`config.mk`:
```
export PLATFORM = sky130hd
export DESIGN_NAME = seq_detect_param
export DESIGN_NICKNAME = d
export VERILOG_FILES = /design/src/rtl/seq_detect_param.sv
export SDC_FILE = /design/constraint.sdc
export NUM_CORES = 1
export LEC_CHECK = 0
export CAP_MARGIN = 20
export CORE_AREA = 8 8 74 76
export DETAILED_ROUTE_END_ITERATION = 10
export DIE_AREA = 0 0 82 84
export MAX_ROUTING_LAYER = met4
export PLACE_DENSITY = 0.53
export SLEW_MARGIN = 10
export SYNTH_ARGS = -nofsm -noshare
export SYNTH_HDL_FRONTEND = slang
export SYNTH_SLANG_ARGS = --single-unit
```
`constraint.sdc`:
```
create_clock -name clk -period 4.7 [get_ports clk]
set_input_delay 0.47 -clock clk [delete_from_list [all_inputs] [get_ports clk]]
set_output_delay 0.47 -clock clk [all_outputs]
set_load 0.005 [all_outputs]
```
`src/rtl/seq_detect_param.sv`:
```
// seq_detect_param: loadable-pattern serial sequence detector with overlap control and saturating match counter
module seq_detect_param #(
  parameter int PAT_W = 5,
  parameter int CNT_W = 8,
  parameter int OVERLAP = 1,
  parameter logic [PAT_W-1:0] PAT_RST = PAT_W'(5'b10010),
  localparam int SW = $clog2(PAT_W + 1)
) (
  input  logic             clk,
  input  logic             rst,
  input  logic             en,
  input  logic             x,
  input  logic             load,
  input  logic [PAT_W-1:0] pat_in,
  input  logic             cnt_clr,
  output logic             z,
  output logic [SW-1:0]    state,
  output logic [CNT_W-1:0] match_cnt,
  output logic             cnt_sat
);
  logic [PAT_W-1:0] pat, hist, nh;
  logic [SW-1:0] vcnt, nv, nk;
  logic match, inc;
  assign cnt_sat = &match_cnt;
  assign inc = en && !load && match;
  // nk is the longest pattern prefix that ends the valid part of the new history
  always_comb begin
    nh = {hist[PAT_W-2:0], x};
    nv = (vcnt == SW'(PAT_W)) ? vcnt : vcnt + SW'(1);
    match = (nv == SW'(PAT_W)) && (nh == pat);
    nk = '0;
    for (int k = 1; k <= PAT_W; k++)
      if (k <= int'(nv) && ((nh ^ (pat >> (PAT_W - k))) & ({PAT_W{1'b1}} >> (PAT_W - k))) == '0)
        nk = SW'(k);
  end
  always_ff @(posedge clk) begin
    if (rst) begin
      pat <= PAT_RST;
      hist <= '0;
      vcnt <= '0;
      state <= '0;
      z <= 1'b0;
      match_cnt <= '0;
    end else begin
      z <= 1'b0;
      if (load) begin
        pat <= pat_in;
        hist <= '0;
        vcnt <= '0;
        state <= '0;
      end else if (en) begin
        z <= match;
        hist <= (match && OVERLAP == 0) ? '0 : nh;
        vcnt <= (match && OVERLAP == 0) ? '0 : nv;
        state <= (match && OVERLAP == 0) ? '0 : nk;
      end
      match_cnt <= cnt_clr ? CNT_W'(inc) : (inc && !cnt_sat) ? match_cnt + CNT_W'(1) : match_cnt;
    end
  end
endmodule

```
After elaboration in Yosys (flattened, before gate mapping):

Index checks and enable logic that the tools add are counted.
W data, S select, Z words.

* add/sub/neg operators: 2
* magnitude comparators: 5
* equality and inequality tests: 3
* multiplexer cells: 8
* bitwise logic cells: 6
* reduce and logical (&&, ||, !) cells: 21

Operators by type and width (number)
* $logic_not A5 Y1: 5
* $logic_and A1 B1 Y1: 9
* $mux W3: 3
* $add A8 B1 Y8 const B: 1
* $reduce_and A8 Y1: 1
* $eq A3 B3 Y1 const B: 2
* $le A2 B3 Y1 const A: 2
* $le A3 B3 Y1 const A: 2
* $eq A5 B5 Y1: 1
* $xor A5 B5 Y5: 1
* $mux W2: 2
* $reduce_or A2 Y1: 2
* $xor A4 B4 Y4: 1
* $add A3 B1 Y3 const B: 1
* $le A1 B3 Y1 const A: 1
* $mux W1: 3
* $reduce_or A3 Y1: 1
* $xor A3 B3 Y3: 1
* $logic_not A1 Y1: 2
* $reduce_bool A2 Y1: 1
* $xor A2 B2 Y2: 1
* $not A1 Y1: 1
* $xor A1 B1 Y1: 1

* bits in registers: 24
* input bits: 11
* output and inout port bits: 13
* word-level logic and storage cells: 52

Depth between registers and ports, before layout:

* depth after elaboration: 9
* mapped depth: 9
* gate-level depth less buffers: 7

Worst setup path after synthesis:

No wires, ideal clock.

* path type: reg-to-reg
* from: register vcnt[1]
* to: register match_cnt[3]
* setup time: 0.070 ns
* arrival: 2.102 ns
* data required time: 4.630 ns
* setup slack: 2.528 ns
* cell stages (with the launch flop): 9
* buffers on the path: 1
* clock period less this slack: 2.172 ns
* path through: dfxtp_1 inv_1 ha_1 clkbuf_1 a21oi_1 a2111oi_4 nand4_2 or4_1 a21oi_1

* word-level cells in the longest chain between the ends: 6
* elaborated cells between the ends (all ways): 7
* those cells by class: 1 x add/sub; 2 x eq/ne; 1 x mux; 3 x reduce/logical

Ends and longest elaborated chain
* start, declared: RTL line 22 `logic [SW-1:0] vcnt, nv, nk;`
* start signal, assigned: RTL line 54 `vcnt <= (match && OVERLAP == 0) ? '0 : nv;`
* $add A3 B1 Y3 / $eq A3 B3 Y1 (equally long branches): RTL line 29 `nv = (vcnt == SW'(PAT_W)) ? vcnt : vcnt + SW'(1);`
* $mux W3 *: RTL line 29
* $eq A3 B3 Y1 *: RTL line 30 `match = (nv == SW'(PAT_W)) && (nh == pat);`
* $logic_and A1 B1 Y1 *: RTL line 30
* $logic_and A1 B1 Y1 *: RTL line 25 `assign inc = en && !load && match;`
* $logic_and A1 B1 Y1 *: RTL line 57 `match_cnt <= cnt_clr ? CNT_W'(inc) : (inc && !cnt_sat) ? match_cnt + CNT_W'(1) : match_cnt;`
* end signal, assigned: RTL line 57
* end, declared: RTL line 18 `output logic [CNT_W-1:0] match_cnt,`

Mark *: on every way between the ends. The rest lies on a longest branch, timed or not.
A chain may end at the register's enable or synchronous reset.

Final worst setup path:

* from: input en
* to: register match_cnt[5]

* word-level cells in the longest chain between the ends: 3

Ends and longest elaborated chain
* start, declared: RTL line 11 `input logic en,`
* $logic_and A1 B1 Y1 (2 in series): RTL line 25
* $logic_and A1 B1 Y1: RTL line 57

No other way between the ends.

==> metrics <==
Critical Path Sink Type=register; Worst Hold Launch=match_cnt[5]; Placer Congestion=around 0.80; crit share post-route=0.565; Arr. time, crit path=between 2000 and 3000 ps; post-DP HPWL=approximately 2700 um; Fillers=roughly 430; prevailing post-synth register cell=dfxtp_1; Area contributors post-synth=dfxtp_1 (33%), xor2_1 (6.6%), mux2i_1 (4.8%); Static Leak=just over 0.6 nW; Setup CP Type=input pin to register; later-pin clock latency in the skew report=between 200 and 300 ps; via count=1,235; Synth cell types=45; Remaining DRCs=0; final hold slack=504 ps; hold crit path type=register to register; CP max stage cell=clkdlybuf4s50_1; Worst Path Max Fanout=12; share of cells above drive strength 1=0.0618; cells after synthesis=about 170; Synth top area share=0.328; Post-DRT Antenna Nets=0; worst r2r src=vcnt[0]; Final min period=approximately 2700 ps; Clk Tree Root Cell=clkbuf_8; DRT iter0 DRCs=52; EDFF count, synth=0; core region area=4260 um^2; delay-heaviest family, CP=buffers and inverters; Crit path largest cell delay=790 ps; clk slew on worst S/H paths=approximately 90 ps; number of port buffers=23; Seq/Total Area, Yosys=0.328; WL final=roughly 3500 um; crit path from=en; area of the die=roughly 6900 um^2; Area Growth Syn to Fin=18.3%; fin. max-slew vios=0; PostCTS Resize Cnt=0; number of H-tree levels=1; outcome=complete, no violations; synthesized cell area=~1500 um^2; Hold Fails Final Rpt=0; syn nets=about 180; Wirelength per Cell=approximately 15 um; max-cap viol count=0; number of global-route vias before repair=approximately 1,200; VDD IR max=between 0.0001 and 0.00015 V; Total Routing Usage GR=0.106; Ports=24; total negative slack=0 ps; clk_skew=7.26 ps; clk sinks=24; CP Cell Sequence=clkdlybuf4s50_1 -> inv_1 -> a2111oi_4 -> nand4_2 -> or4_1 -> a21oi_1; # rows=24; initial antenna violation count=0; most instantiated library cell after synthesis=dfxtp_1; worst path required time=4910 ps; final setup fails=0; vias per cell=about 5.4; Synth Warn #=0; Max-slew headroom=0.654; f_max=377 MHz; Initial Util=0.343; Setup Fix Bufs, Post-CTS=0; first-pass iteration count of the detailed router=4; CTS tree=yes; cts hold-fix bufs=0; Startpoint Class=input pin; CTS Buf Count=3; Slew @ Worst Pin=roughly 520 ps; top post-synthesis cells by count=dfxtp_1 (24), nor2_1 (16), a21oi_1 (13); clock buffer depth=2; global-route wire length before repair=slightly below 6000 um; ys async rst share=0; RSZ-0062 raised after global routing=no; GRT overflow=0; # diodes=0; Yosys reg bits=24; Die W=82 um; largest net degree at the start of global routing=15; die extent in y=about 84 um; CP bufs+invs=2; Final nets=approximately 190; PD cells=258 nW/um^2; Avg Cell Area, Syn=~8.7 um^2; leading area contributor after synthesis=dfxtp_1
-- stage by stage --
step | instance area [um^2] | std cells | setup slack [ps] | utilization | power (mW)
5_1_grt | 1730 | 230 | 1890 | 0.406 | 0.471
4_1_cts | 1730 | 230 | 2070 | 0.406 | 0.455
6_report | 1730 | 230 | 2040 | 0.406 | 0.447
3_5_place_dp | 1660 | 226 | 1790 | 0.389 | 0.271
3_3_place_gp | 1660 | 226 | 1870 | 0.389 | 0.269
2_1_floorplan | 1460 | 168 | 2530 | - | 0.256
-- worst paths after layout --
kind	to	slack, ps	cells after the start
max	match_cnt[5]	2040	6
min	match_cnt[5]	500	2
max reg2reg	match_cnt[5]	2080	6
min reg2reg	match_cnt[5]	500	2
-- state kept, by name, indices dropped and copies added, names as in the netlist --
signal,cells
match_cnt,8
pat,5
hist,4
state,3
vcnt,3
z,1
-- layout make-up --
type                       instances  area [um^2]  share of cell area
multi-input combinational        122          866               0.500
inverter                           5         18.8              0.0108
sequential                        24          480               0.277
tap                               52         65.1              0.0376
clock buffer                       3         41.3              0.0238
clock inverter                     1         30.0              0.0173
timing repair buffer              23          230               0.133
-- report_power, final --
group,internal [mW],switching [mW],leakage [nW]
Clock,0.114,0.0668,0.0357
Sequential,0.208,0.00780,0.195
Combinational,0.0252,0.0253,0.385
-- metal layers --
metal / share of wire / vias up / track usage
li1: - / 621 / -
met1: 0.50 / 591 / 0.144
met2: 0.44 / 21 / 0.152
met3: 0.044 / 2 / 0.0216
met4: 0.0068 / 0 / 0.0288
met5: 0 / - / -
-- cells by family after synthesis --
| logic type | Yosys count | synth area share |
|---|---|---|
| AOI/OAI and AO/OA | 44 | 0.214 |
| xor gates and xnor gates | 16 | 0.0957 |
| adders and majority gates | 4 | 0.0342 |
| buffers and inverters | 22 | 0.0803 |
| DFF | 24 | 0.328 |
| muxes | 7 | 0.0479 |
| and+or+nand+nor | 51 | 0.200 |
-- cells in the final DEF, fill, tap and decap left out, types with 2 or more instances in the layout --
master,n
a211o_1,2
a21o_1,3
a21oi_1,13
a311oi_1,3
a31oi_1,3
and2b_1,2
and4_1,2
clkbuf_8,3
clkdlybuf4s50_1,23
dfxtp_1,24
ha_1,4
inv_1,5
mux2i_1,7
nand2_1,6
nand3_1,4
nand4_2,2
nor2_1,16
nor2b_1,3
nor3_1,2
nor4_1,2
o21ai_0,7
o31ai_1,3
or2_2,2
or4_1,4
xnor2_1,5
xor2_1,11
-- tightest hold or removal path, delay by kind of cell (launching register included) --
kind | cells | cell delay, ps
flops | 1 | 340
compound gates | 2 | 120
Power figures use the tool's default switching activity.
